--- src/rtl/elevator_pkg.sv ---
// Shared types and defaults for the elevator scheduler slice.
package elevator_pkg;

    localparam int NUM_FLOORS_DEF = 5;

    typedef enum logic [1:0] {
        IDLE,
        MOVE,
        DOOR
    } state_t;

endpackage

--- src/rtl/elevator_timer.sv ---
// Loadable down-counter shared by travel and door timing; holds at zero.
// Latency: load/decrement take effect at the next rising edge; zero is combinational from the count.
module elevator_timer #(
    parameter int WIDTH = 3
) (
    input  logic             clk,
    input  logic             reset,
    input  logic             load,
    input  logic [WIDTH-1:0] value,
    input  logic             dec,
    output logic             zero
);

    localparam logic [WIDTH-1:0] ONE = WIDTH'(1);

    logic [WIDTH-1:0] count;

    always_ff @(posedge clk or negedge reset) begin
        if (!reset) begin
            count <= '0;
        end else if (load) begin
            count <= value;
        end else if (dec && !zero) begin
            count <= count - ONE;
        end
    end

    assign zero = (count == '0);

endmodule

--- src/rtl/elevator_scheduler.sv ---
// LOOK-policy elevator controller: latches call buttons, sweeps one direction, opens the door at called floors.
// Latency: requests are seen at the edge they are sampled; no backpressure, requests are latched until served.
module elevator_scheduler
    import elevator_pkg::*;
#(
    parameter int NUM_FLOORS    = NUM_FLOORS_DEF,
    parameter int TRAVEL_CYCLES = 4,
    parameter int DOOR_CYCLES   = 3
) (
    input  logic                  clk,
    input  logic                  reset,
    input  logic [NUM_FLOORS-1:0] floor_req,
    output logic [NUM_FLOORS-1:0] floor_pos,
    output logic [NUM_FLOORS-1:0] pending,
    output logic                  moving,
    output logic                  dir_up,
    output logic                  door_open
);

    localparam int CNT_MAX = (TRAVEL_CYCLES > DOOR_CYCLES) ? TRAVEL_CYCLES : DOOR_CYCLES;
    localparam int CW      = $clog2(CNT_MAX + 1);
    localparam logic [CW-1:0]         TRAVEL_LOAD = CW'(TRAVEL_CYCLES - 1);
    localparam logic [CW-1:0]         DOOR_LOAD   = CW'(DOOR_CYCLES - 1);
    localparam logic [NUM_FLOORS-1:0] BOTTOM      = NUM_FLOORS'(1);

    state_t                  state, state_nxt;
    logic [NUM_FLOORS-1:0]   pos_nxt, pend_nxt, req_all;
    logic [NUM_FLOORS-1:0]   above, below, next_pos, ahead_next;
    logic                    dir_nxt, seen_up, seen_dn;
    logic                    tmr_load, tmr_dec, tmr_zero;
    logic [CW-1:0]           tmr_val;

    elevator_timer #(
        .WIDTH(CW)
    ) u_timer (
        .clk  (clk),
        .reset(reset),
        .load (tmr_load),
        .value(tmr_val),
        .dec  (tmr_dec),
        .zero (tmr_zero)
    );

    assign req_all = pending | floor_req;

    // Floors strictly above / below the car, built from the one-hot position alone.
    always_comb begin
        above   = '0;
        below   = '0;
        seen_up = 1'b0;
        seen_dn = 1'b0;
        for (int i = 0; i < NUM_FLOORS; i++) begin
            above[i] = seen_up;
            seen_up  = seen_up | floor_pos[i];
        end
        for (int i = NUM_FLOORS - 1; i >= 0; i--) begin
            below[i] = seen_dn;
            seen_dn  = seen_dn | floor_pos[i];
        end
    end

    // Saturating one-floor step; the masks of the next floor are the current masks minus that floor.
    assign next_pos   = dir_up ? (floor_pos[NUM_FLOORS-1] ? floor_pos : floor_pos << 1)
                               : (floor_pos[0] ? floor_pos : floor_pos >> 1);
    assign ahead_next = (dir_up ? above : below) & ~next_pos;

    always_comb begin
        state_nxt = state;
        pos_nxt   = floor_pos;
        pend_nxt  = req_all;
        dir_nxt   = dir_up;
        tmr_load  = 1'b0;
        tmr_dec   = 1'b0;
        tmr_val   = TRAVEL_LOAD;
        case (state)
            IDLE: begin
                if (|(req_all & floor_pos)) begin
                    state_nxt = DOOR;
                    pend_nxt  = req_all & ~floor_pos;
                    tmr_load  = 1'b1;
                    tmr_val   = DOOR_LOAD;
                end else if (|req_all) begin
                    state_nxt = MOVE;
                    dir_nxt   = (|(req_all & above)) && (dir_up || !(|(req_all & below)));
                    tmr_load  = 1'b1;
                end
            end
            MOVE: begin
                if (!tmr_zero) begin
                    tmr_dec = 1'b1;
                end else begin
                    pos_nxt = next_pos;
                    if (|(req_all & next_pos)) begin
                        state_nxt = DOOR;
                        pend_nxt  = req_all & ~next_pos;
                        tmr_load  = 1'b1;
                        tmr_val   = DOOR_LOAD;
                    end else if (|(req_all & ahead_next)) begin
                        tmr_load = 1'b1;
                    end else begin
                        state_nxt = IDLE;
                    end
                end
            end
            DOOR: begin
                // A call for this floor while the door is open just keeps it open longer.
                pend_nxt = req_all & ~floor_pos;
                if (|(floor_req & floor_pos)) begin
                    tmr_load = 1'b1;
                    tmr_val  = DOOR_LOAD;
                end else if (tmr_zero) begin
                    state_nxt = IDLE;
                end else begin
                    tmr_dec = 1'b1;
                end
            end
            default: state_nxt = IDLE;
        endcase
    end

    always_ff @(posedge clk or negedge reset) begin
        if (!reset) begin
            state     <= IDLE;
            floor_pos <= BOTTOM;
            pending   <= '0;
            dir_up    <= 1'b1;
        end else begin
            state     <= state_nxt;
            floor_pos <= pos_nxt;
            pending   <= pend_nxt;
            dir_up    <= dir_nxt;
        end
    end

    assign moving    = (state == MOVE);
    assign door_open = (state == DOOR);

endmodule

--- config.mk ---
export PLATFORM = sky130hd
export DESIGN_NAME = elevator_scheduler
export DESIGN_NICKNAME = d
export VERILOG_FILES = /design/src/rtl/elevator_pkg.sv /design/src/rtl/elevator_timer.sv /design/src/rtl/elevator_scheduler.sv
export SDC_FILE = /design/constraint.sdc
export NUM_CORES = 1
export LEC_CHECK = 0
export BUFFER_PORTS_ARGS = -buffer_cell sky130_fd_sc_hd__buf_2
export CORE_MARGIN = 4
export CORE_UTILIZATION = 50
export CTS_BUF_LIST = sky130_fd_sc_hd__clkbuf_8
export DETAILED_ROUTE_END_ITERATION = 12
export PLACE_DENSITY = 0.72
export SYNTH_ARGS = -nofsm -noshare
export SYNTH_HDL_FRONTEND = slang
export SYNTH_SLANG_ARGS = --single-unit
--- constraint.sdc ---
create_clock -name clk -period 2.5 [get_ports clk]
set_input_delay 0.5 -clock clk [delete_from_list [all_inputs] [get_ports clk]]
set_output_delay 0.5 -clock clk [all_outputs]
set_load 0.005 [all_outputs]
* Word-level counts from Yosys, hierarchy flattened *
Index checks and enable logic that the tools add are counted.

storage, ports and cells
  bits in registers = 16
  bits of input ports = 7
  logic and storage cells = 83

operators by class
  add/sub/neg operators = 1
  equal/unequal tests = 7
  multiplexer cells = 33
  bitwise operators = 19
  reduce and logical (&&, ||, !) cells = 18

operator list
  kind                                                                 number
  5-bit AND                                                            8
  5-bit 2-to-1 mux                                                     7
  5-bit OR reduction                                                   7
  5-bit one-hot mux with 3 select lines                                1
  2-bit 2-to-1 mux                                                     7
  1-bit 2-to-1 mux                                                     12
  5-bit NOT                                                            2
  3-bit 2-to-1 mux                                                     2
  3-bit != test (second input constant)                                2
  1-bit OR                                                             6
  1-bit one-hot mux with 3 select lines                                2
  2-bit one-hot mux with 3 select lines                                1
  5-bit by 4-bit AND with 5-bit output                                 1
  5-bit OR                                                             1
  5-bit AND reduction                                                  1
  2-bit by 1-bit != test with 1-bit output (second input constant)     2
  3-bit logical NOT                                                    1
  3-bit AND reduction                                                  1
  3-bit by 1-bit subtractor with 3-bit output (second input constant)  1
  2-bit by 1-bit == test with 1-bit output (second input constant)     1
  2-bit == test (second input constant)                                1
  1-bit logical AND                                                    2
  1-bit logical NOT                                                    2
  2-bit logical NOT                                                    1
  other kinds (6)                                                      6

* Logic depth before layout (Yosys ltp) *
Gate-level depths: netlist of the first run.

  depth in word-level cells = 12
  depth in mapped cells = 9

* By module *
A second synthesis of the first run with hierarchy kept.

second synthesis, totals
  cell total of the unflattened synthesis = 164
  area, all modules = 1,298.7 µm²

by module, submodules not included
  module              instances  cells each  area each (µm²)
  elevator_scheduler  1          145         1,091.0
  elevator_timer      1          19          207.7

* Least setup slack after synthesis of the first run *
No wires, ideal clock.

  kind = flip-flop to flip-flop
  from = register floor_pos[0]
  to = register u_timer.count[1]
  data arrival time = 2.158 ns
  path slack = 0.211 ns
  cell stages (with the launch flop) = 8
  clock period less this slack = 2.289 ns
  cell sequence = dfstp_2 -> buf_2 -> o21bai_1 -> a222oi_1 -> o22ai_1 -> or3b_1 -> o21a_1 -> or3_1

between the ends
  cells in the longest elaborated chain, start to end = 12

RTL lines
  element                                                 line                       RTL
  start: declaration                                      elevator_scheduler.sv:13   output logic [NUM_FLOORS-1:0] floor_pos,
  start signal: assignment                                elevator_scheduler.sv:129  floor_pos <= pos_nxt;
  1-bit OR (3 in a row)                                   elevator_scheduler.sv:54   seen_up = seen_up | floor_pos[i];
  5-bit 2-to-1 mux                                        elevator_scheduler.sv:65   assign ahead_next = (dir_up ? above : below) & ~next_pos;
  5-bit AND                                               elevator_scheduler.sv:65
  5-bit AND                                               elevator_scheduler.sv:98   end else if (|(req_all & ahead_next)) begin
  5-bit OR reduction                                      elevator_scheduler.sv:98
  1-bit 2-to-1 mux                                        elevator_scheduler.sv:98
  1-bit 2-to-1 mux                                        elevator_scheduler.sv:93   if (|(req_all & next_pos)) begin
  1-bit 2-to-1 mux                                        elevator_scheduler.sv:89   if (!tmr_zero) begin
  1-bit one-hot mux with 3 select lines                   elevator_scheduler.sv:75   case (state)
  3-bit 2-to-1 mux or 2-bit nonzero test (tied branches)  n/a
  end signal: assignment                                  elevator_timer.sv:22       count <= value;
  end signal: assignment                                  elevator_timer.sv:24       count <= count - ONE;
  end: declaration                                        elevator_timer.sv:16       logic [WIDTH-1:0] count;

Parallel ways exist; a longest one is shown, timed or not.
A chain may end at the register's enable or synchronous reset.

* Final worst setup path of the first run *
Same ends and word-level chain as after synthesis.

==> flow_metrics.env, run 1 <==
export IMPL_crit_required_ps=2640
export IMPL_grt_pass1_vias=1325
export IMPL_synth_edff_count=0
export IMPL_drt_iter0_markers=40
export IMPL_relSlewSlack=0.6493
export IMPL_yosys_top_cells_count="o21ai_0, nor2_1, nand2_1, a21oi_1, dfrtp_1"
export IMPL_ant_nets=0
export IMPL_p_per_area_mw_per_mm2=789.9
export IMPL_hold_violations=0
export IMPL_maxCapViolCount=0
export IMPL_crit_path_start="floor_pos[0]"
export IMPL_critPathMaxFanout=10
export IMPL_ys_ff_latch=16
export IMPL_avgSynthCellArea_um2=7.712
export IMPL_fp_dieH_um=58.45
export IMPL_drt_total_wl_um=3632
export IMPL_grt_antenna_before_repair=0
export IMPL_period_needed_ps=2357
export IMPL_syn_nets=178
export IMPL_drc=0
export IMPL_grt_pass1_wl_um=6058
export IMPL_synthFlopType="dfrtp_1"
export IMPL_overflow=0
export IMPL_cts_tree="built"
export IMPL_wl_per_cell_um=16.51
export IMPL_die_area_mm2=0.003416
export IMPL_dp_hpwl_um=2732
export IMPL_fin_crit_sh=0.9427
export IMPL_initial_core_util=0.5183
export IMPL_postSynth_asyncResetShare=1.000
export IMPL_hold_path_class="input pin to asynchronous set/reset pin"
export IMPL_cts_root_buf="clkbuf_8"
export IMPL_io_pins=20
export IMPL_r2r_start="floor_pos[0]"
export IMPL_ys_warn_count=0
export IMPL_yosys_area_top_type="dfrtp_1"
export IMPL_status="completed"
export IMPL_clockBufferDepth=2
export IMPL_port_buffers=19
export IMPL_nets=204
export IMPL_num_vias=1370
export IMPL_fin_worst_skew_ps=7.110
export IMPL_coreArea_mm2=0.002455
export IMPL_post_place_cells=213
export IMPL_clk_latency_ps=260
export IMPL_critPathKind="register to register"
export IMPL_synth_distinct_cells=41
export IMPL_n_antenna_cell=0
export IMPL_rows=18
export IMPL_setup_viol=0
export IMPL_synth_area_top_cells="dfrtp_1, o21ai_0, ha_1"
export IMPL_gr_usage_all_layers=0.2343
export IMPL_cts_max_level=1
export IMPL_grt_start_max_net_pins=17
export IMPL_arrival_ps=2490
export IMPL_synth_top_area_frac=0.2753
export IMPL_p_leak_nw=0.6424
export IMPL_gp_congestion=0.9085
export IMPL_end_kind="register"
export IMPL_via_per_inst=6.227
export IMPL_ir_drop_mv=0.6404
export IMPL_power_total_mw=1.188
export IMPL_fillerInstances=234
export IMPL_syn_cell_area_mm2=0.001272
export IMPL_area_growth_pct=18.19
export IMPL_clkTransAtPathRegs_ps=70
export IMPL_tightest_slew_ps=526.0
export IMPL_reg2reg_slack_ps=140
export IMPL_die_w_um=58.45
export IMPL_yosysSeqAreaShare=0.3166
export IMPL_cts_buffers=3
export IMPL_final_util=0.6126
export IMPL_tns_ps=0
export IMPL_drtPass1Iterations=6
export IMPL_synth_cells=165
export IMPL_placed_cell_area_mm2=0.001426
export IMPL_layout_drive_gt1_share=0.2316
export IMPL_fin_cells=220
export IMPL_fin_area_mm2=0.001504
export IMPL_worstSetupStartpointType="register"
export IMPL_yosysMostFrequentCell="o21ai_0"
export IMPL_cts_resized=0
export IMPL_clock_fmax_mhz=424.3
export IMPL_report_final_slew_viol_count=0
export IMPL_clock_sinks=16
## where the power goes
part           total (mW)  switching (mW)  internal [mW]  leakage, nW
registers           0.358          0.0402          0.318        0.192
logic               0.590           0.341          0.249        0.422
clock network       0.240          0.0998          0.140       0.0288
total                1.19           0.481          0.707        0.642
## repair_timing
item | 4_1_cts | 5_1_grt
setup endpoints to repair | 0 | 3
hold buffers | 0 | 0
buffers inserted | 0 | 3
## final timing paths
check | endpoint | cells past startpoint
setup / recovery | u_timer.count[1] | 6
hold / removal | pending[2] | 1
setup reg to reg | u_timer.count[1] | 6
hold reg to reg | pending[0] | 2
max in group asynchronous | floor_pos[0] | 1
min in group clk | pending[0] | 3
## logic make-up (layout without fill, tap and decap cells)
| group | Yosys count | in the layout | share of synthesized area |
|---|---|---|---|
| xor+xnor | 2 | 2 | 0.01377 |
| fa+ha+maj | 6 | 6 | 0.05900 |
| compound gates | 58 | 58 | 0.2881 |
| buf+inv | 18 | 43 | 0.05998 |
| simple gates | 63 | 63 | 0.2468 |
| flops | 16 | 16 | 0.3166 |
| mux | 2 | 2 | 0.01573 |
## layout by cell type, fill, tap and decap left out, types with 2 or more instances in the layout
master / instances
a222oi_1: 3
inv_1: 8
nor3_1: 3
a31oi_1: 3
nor2b_1: 2
ha_1: 6
o221a_2: 2
or2_2: 4
dfstp_2: 2
nand2_1: 17
dfrtp_1: 14
nand4_1: 6
buf_2: 19
a221oi_1: 2
or3b_1: 2
mux2i_1: 2
buf_4: 12
nor2_1: 19
o21ai_0: 22
clkbuf_8: 4
nand2b_1: 3
or3_1: 3
a21oi_1: 14
## worst max-delay path, cell delays in order, from the launching register on
cell and delay, ps:
dfstp_2 620, nor2_1 70, a222oi_1 510, nor2_1 100, or3b_1 390, o21a_1 210
or3_1 340
## area by class of cell
class | count | area, µm² | area share
inverters | 8 | 30.03 | 0.01997
clock buffers | 4 | 55.05 | 0.03661
repair buffers | 31 | 185.2 | 0.1231
multi-input cells | 131 | 793.3 | 0.5275
well taps | 30 | 37.54 | 0.02496
flip-flops and latches | 16 | 402.9 | 0.2679
## routing by layer
layer	vias up	wire length, µm	global-route usage
li1	656	-	-
met1	630	1610	0.3045
met2	71	1646	0.3700
met3	13	269	0.03728
met4	0	105	0.1291
met5	-	0	0
## metrics by stage
stage | setup slack, ps | hold slack [ps]
2_1_floorplan | 210.8 | 204.4
3_3_place_gp | 195.4 | 435.2
3_5_place_dp | 137.3 | 447.0
4_1_cts | 116.6 | 160.4
5_1_grt | -12.37 | 169.9
6_report | 143.2 | 154.8
## flip-flops by register name, summed over array words and instances (netlist names)
name           cells
u_timer.count      3
state              2
floor_pos          5
pending            5
dir_up             1
Power figures use the tool's default switching activity.
==> run 2: changes to the inputs <==
==> constraint.sdc (replaced) <==
create_clock -name clk -period 2.7 [get_ports clk]
set_input_delay 0.54 -clock clk [delete_from_list [all_inputs] [get_ports clk]]
set_output_delay 0.54 -clock clk [all_outputs]
set_load 0.005 [all_outputs]
==> flow_metrics.env, run 2 (same netlist as run 1, synthesis figures left out) <==
export IMPL_status="completed"
export IMPL_grt_pass1_vias=1268
export IMPL_critPathMaxFanout=20
export IMPL_final_common_cell="o21ai_0"
export IMPL_p_int_uw=605.9
export IMPL_worstSetupStartpointType="register"
export IMPL_tightest_slew_ps=634.9
export IMPL_rows=18
export IMPL_hold_ws_ps=192.5
export IMPL_final_cell_mix="o21ai_0, nor2_1, buf_2"
export IMPL_critPathKind="register to register"
export IMPL_grt_pass1_wl_um=5644
export IMPL_max_stage_delay_ps=720
export IMPL_drtPass1Iterations=4
export IMPL_clock_sinks=16
export IMPL_seqPwrFrac=0.342
export IMPL_drt_total_wl_um=3300
export IMPL_port_buffers=19
export IMPL_initial_core_util=0.5183
export IMPL_p_clk_frac=0.178
export IMPL_reg_top3="floor_pos: 5 flops, pending: 5 flops, u_timer.count: 3 flops"
export IMPL_drt_iter0_markers=99
export IMPL_gr_usage_all_layers=0.2121
export IMPL_crit_slowest_cell="dfstp_2"
export IMPL_fp_dieH_um=58.45
export IMPL_period_needed_ps=2547
export IMPL_power_frac_comb=0.480
export IMPL_drc=0
export IMPL_worst_path_buf_inv=0
export IMPL_setup_viol=0
export IMPL_reg2reg_slack_ps=150
export IMPL_maxCapViolCount=0
export IMPL_grt_antenna_before_repair=0
export IMPL_hold_path_class="input pin to asynchronous set/reset pin"
export IMPL_via_per_inst=6.381
export IMPL_clkTransAtPathRegs_ps=60
export IMPL_cts_resized=0
export IMPL_gp_congestion=0.9363
export IMPL_hold_violations=0
export IMPL_grt_start_max_net_pins=21
export IMPL_clockBufferDepth=2
export IMPL_cts_tree="built"
export IMPL_p_per_area_mw_per_mm2=717.8
export IMPL_report_final_slew_viol_count=0
export IMPL_relSlewSlack=0.5728
export IMPL_end_kind="register"
export IMPL_arrival_ps=2670
export IMPL_worstPathCellList="o21bai_1, a222oi_1, o22ai_1, or3b_1, o21a_1, or3_1"
export IMPL_ir_drop_mv=0.5806
export IMPL_post_place_ws_ps=169.8
export IMPL_tns_ps=0
export IMPL_path_delay_family="compound AO/OA/AOI/OAI gates"
export IMPL_p_sw_uw=415.2
export IMPL_hold_buffers=0
export IMPL_num_vias=1340
export IMPL_post_cts_buffers=0
export IMPL_p_leak_nw=0.5890
export IMPL_overflow=0
export IMPL_fin_crit_sh=0.9434
export IMPL_die_area_mm2=0.003416
export IMPL_fin_worst_skew_ps=1.950
export IMPL_nets=195
export IMPL_fillerInstances=243
export IMPL_crit_required_ps=2830
export IMPL_cts_root_buf="clkbuf_8"
export IMPL_fin_ws_ps=152.7
export IMPL_dp_hpwl_um=2476
export IMPL_ant_nets=0
export IMPL_layout_drive_gt1_share=0.1889
export IMPL_area_growth_pct=11.80
export IMPL_cts_buffers=3
export IMPL_switching_share=0.4066
export IMPL_io_pins=20
export IMPL_rsz0062_at_grt="no"
export IMPL_clock_fmax_mhz=392.6
export IMPL_die_w_um=58.45
export IMPL_n_antenna_cell=0
export IMPL_coreArea_mm2=0.002455
export IMPL_wl_per_cell_um=15.71
export IMPL_cts_max_level=1
export IMPL_clk_latency_ps=250
-- run 2: cell type report --
| type | count | area (µm²) | share of cell area |
|---|---|---|---|
| timing repair buffer | 22 | 117.6 | 0.08267 |
| clock buffer | 3 | 41.29 | 0.02902 |
| inverter | 8 | 30.03 | 0.02111 |
| multi-input combinational | 131 | 793.3 | 0.5576 |
| sequential | 16 | 402.9 | 0.2832 |
| tap | 30 | 37.54 | 0.02639 |
-- run 2: through the flow --
| step | instances | area [µm²] | util | power (mW) |
|---|---|---|---|---|
| 4_1_cts | 210 | 1423 | 0.5795 | 1.020 |
| 6_report | 210 | 1423 | 0.5795 | 1.021 |
| 3_3_place_gp | 207 | 1381 | 0.5627 | 0.8223 |
| 5_1_grt | 210 | 1423 | 0.5795 | 1.116 |
| 2_1_floorplan | 165 | 1272 | - | 0.7129 |
| 3_5_place_dp | 207 | 1381 | 0.5627 | 0.8352 |
-- run 2: power by group through the flow --
stage	combinational [mW]	clock [mW]	sequential, mW
finish	0.490	0.181	0.349
global route	0.568	0.191	0.357
CTS	0.489	0.182	0.348
detailed placement	0.483	0	0.352
global placement	0.475	0	0.347
floorplan	0.394	0	0.318
-- run 2: path summary, 6_finish.rpt --
| check | startpoint | endpoint | cells after the start |
|---|---|---|---|
| setup reg to reg | dir_up | u_timer.count[1] | 6 |
| max in group asynchronous | reset | floor_pos[0] | 1 |
| setup / recovery | dir_up | u_timer.count[1] | 6 |
| hold reg to reg | pending[0] | pending[0] | 2 |
| min in group clk | pending[0] | pending[0] | 2 |
| hold / removal | reset | floor_pos[4] | 1 |
-- run 2: per-layer routing --
layer / share of wire / vias up / track usage
met5: 0 / - / 0
met4: 0.029 / 0 / 0.1291
met3: 0.085 / 12 / 0.03289
met2: 0.45 / 66 / 0.3206
met1: 0.44 / 632 / 0.2836
li1: - / 630 / -
==> run 3: changes to the inputs <==
--- a/config.mk
+++ b/config.mk
@@ -7,10 +7,9 @@
 export LEC_CHECK = 0
 export BUFFER_PORTS_ARGS = -buffer_cell sky130_fd_sc_hd__buf_2
 export CORE_MARGIN = 4
-export CORE_UTILIZATION = 50
+export CORE_UTILIZATION = 40
 export CTS_BUF_LIST = sky130_fd_sc_hd__clkbuf_8
 export DETAILED_ROUTE_END_ITERATION = 12
-export PLACE_DENSITY = 0.72
 export SYNTH_ARGS = -nofsm -noshare
 export SYNTH_HDL_FRONTEND = slang
 export SYNTH_SLANG_ARGS = --single-unit
==> flow_metrics.env, run 3 (same netlist as run 1, synthesis figures left out) <==
export IMPL_rsz0062_at_grt="no"
export IMPL_rows=20
export IMPL_port_buffers=19
export IMPL_via_per_inst=5.824
export IMPL_initial_core_util=0.4168
export IMPL_critPathMaxFanout=20
export IMPL_cts_max_level=1
export IMPL_reg_top3="floor_pos: 5 flops, pending: 5 flops, u_timer.count: 3 flops"
export IMPL_n_antenna_cell=0
export IMPL_dp_hpwl_um=2716
export IMPL_power_total_mw=1.070
export IMPL_report_final_slew_viol_count=0
export IMPL_tightest_slew_ps=737.6
export IMPL_hold_ws_ps=196.6
export IMPL_clock_fmax_mhz=394.5
export IMPL_p_per_area_mw_per_mm2=728.6
export IMPL_status="completed"
export IMPL_nets=197
export IMPL_coreArea_mm2=0.003053
export IMPL_ant_nets=0
export IMPL_fin_crit_sh=0.9388
export IMPL_critPathKind="register to register"
export IMPL_reg2reg_slack_ps=170
export IMPL_drt_iter0_markers=68
export IMPL_final_cell_mix="o21ai_0, nor2_1, buf_2"
export IMPL_cts_root_buf="clkbuf_8"
export IMPL_cts_tree="built"
export IMPL_final_common_cell="o21ai_0"
export IMPL_period_needed_ps=2535
export IMPL_final_util=0.4811
export IMPL_clockBufferDepth=2
export IMPL_met3_length_um=260
export IMPL_wl_per_cell_um=15.77
export IMPL_maxCapViolCount=0
export IMPL_die_w_um=64.40
export IMPL_drc=0
export IMPL_drtPass1Iterations=4
export IMPL_clock_sinks=16
export IMPL_grt_pass1_wl_um=6175
export IMPL_p_leak_nw=0.6072
export IMPL_worstSetupStartpointType="register"
export IMPL_drt_total_wl_um=3580
export IMPL_gp_congestion=0.8762
export IMPL_relSlewSlack=0.5037
export IMPL_grt_pass1_vias=1283
export IMPL_cts_resized=0
export IMPL_crit_path_start="floor_pos[0]"
export IMPL_tns_ps=0
export IMPL_gr_usage_all_layers=0.1899
export IMPL_hold_path_class="input pin to asynchronous set/reset pin"
export IMPL_layout_drive_gt1_share=0.2022
export IMPL_fin_worst_skew_ps=3.982
export IMPL_arrival_ps=2680
export IMPL_clkTransAtPathRegs_ps=70
export IMPL_post_cts_buffers=0
export IMPL_fp_dieH_um=64.40
export IMPL_ir_drop_mv=0.3496
export IMPL_reg2reg_depth=6
export IMPL_io_pins=20
export IMPL_cts_buffers=3
export IMPL_end_kind="register"
export IMPL_r2r_end="u_timer.count[1]"
export IMPL_fillerInstances=324
export IMPL_setup_viol=0
export IMPL_crit_end="u_timer.count[1]"
export IMPL_grt_antenna_before_repair=0
export IMPL_met2WireLength_um=1655
export IMPL_hold_buffers=0
export IMPL_highest_layer="met4"
export IMPL_die_area_mm2=0.004147
export IMPL_hold_violations=0
export IMPL_clk_latency_ps=260
export IMPL_num_vias=1322
export IMPL_overflow=0
export IMPL_grt_start_max_net_pins=21
export IMPL_crit_required_ps=2840
export IMPL_r2r_start="floor_pos[0]"
export IMPL_area_growth_pct=15.44
export IMPL_met1_length_um=1582
[run 3: changes by cell type in the layout (fill, tap and decap cells not counted)]
cell	delta
clkbuf_8	+1
buf_4	+2
[run 3: final cells by class]
class                           count  area [µm²]  area share
Timing Repair Buffer               24       132.6     0.09029
Tap cell                           44       55.05     0.03748
Clock buffer                        4       55.05     0.03748
Multi-Input combinational cell    131       793.3      0.5400
Sequential cell                    16       402.9      0.2743
Inverter                            8       30.03     0.02044
[run 3: worst min path at each step]
stage | from | endpoint | slack, ps
5_1_grt | reset | floor_pos[4] | 220
3_5_place_dp | reset | floor_pos[4] | 490
2_1_floorplan | reset | floor_pos[1] | 240
6_report | reset | floor_pos[3] | 200
3_3_place_gp | reset | floor_pos[4] | 480
4_1_cts | reset | floor_pos[1] | 210
[run 3: worst max-delay path, stage by stage, from the launching register on]
cell and delay (ps):
dfstp_2 720, o21bai_1 110, a222oi_1 460, o22ai_1 160, or3b_1 420, o21a_1 210
or3_1 340
[run 3: report_power, final]
part | switching [mW] | leakage (nW) | internal [mW]
Combinational | 0.288 | 0.386 | 0.212
Sequential | 0.0545 | 0.192 | 0.294
Clock | 0.0911 | 0.0288 | 0.130
Total | 0.434 | 0.607 | 0.636
[run 3: metal layers]
metal,vias to the layer above,GRT usage
li1,633,-
met1,623,0.2519
met2,59,0.3054
met3,7,0.03339
met4,0,0.07388
met5,-,0
[run 3: per-stage QoR]
step / instance area (µm²) / cells / setup WS (ps)
after floorplan: 1272 / 165 / 410.8
after detailed placement: 1414 / 223 / 190.9
after CTS: 1469 / 227 / 177.9
after global placement: 1414 / 223 / 278.6
final: 1469 / 227 / 165.1
after global routing: 1469 / 227 / 0.3304
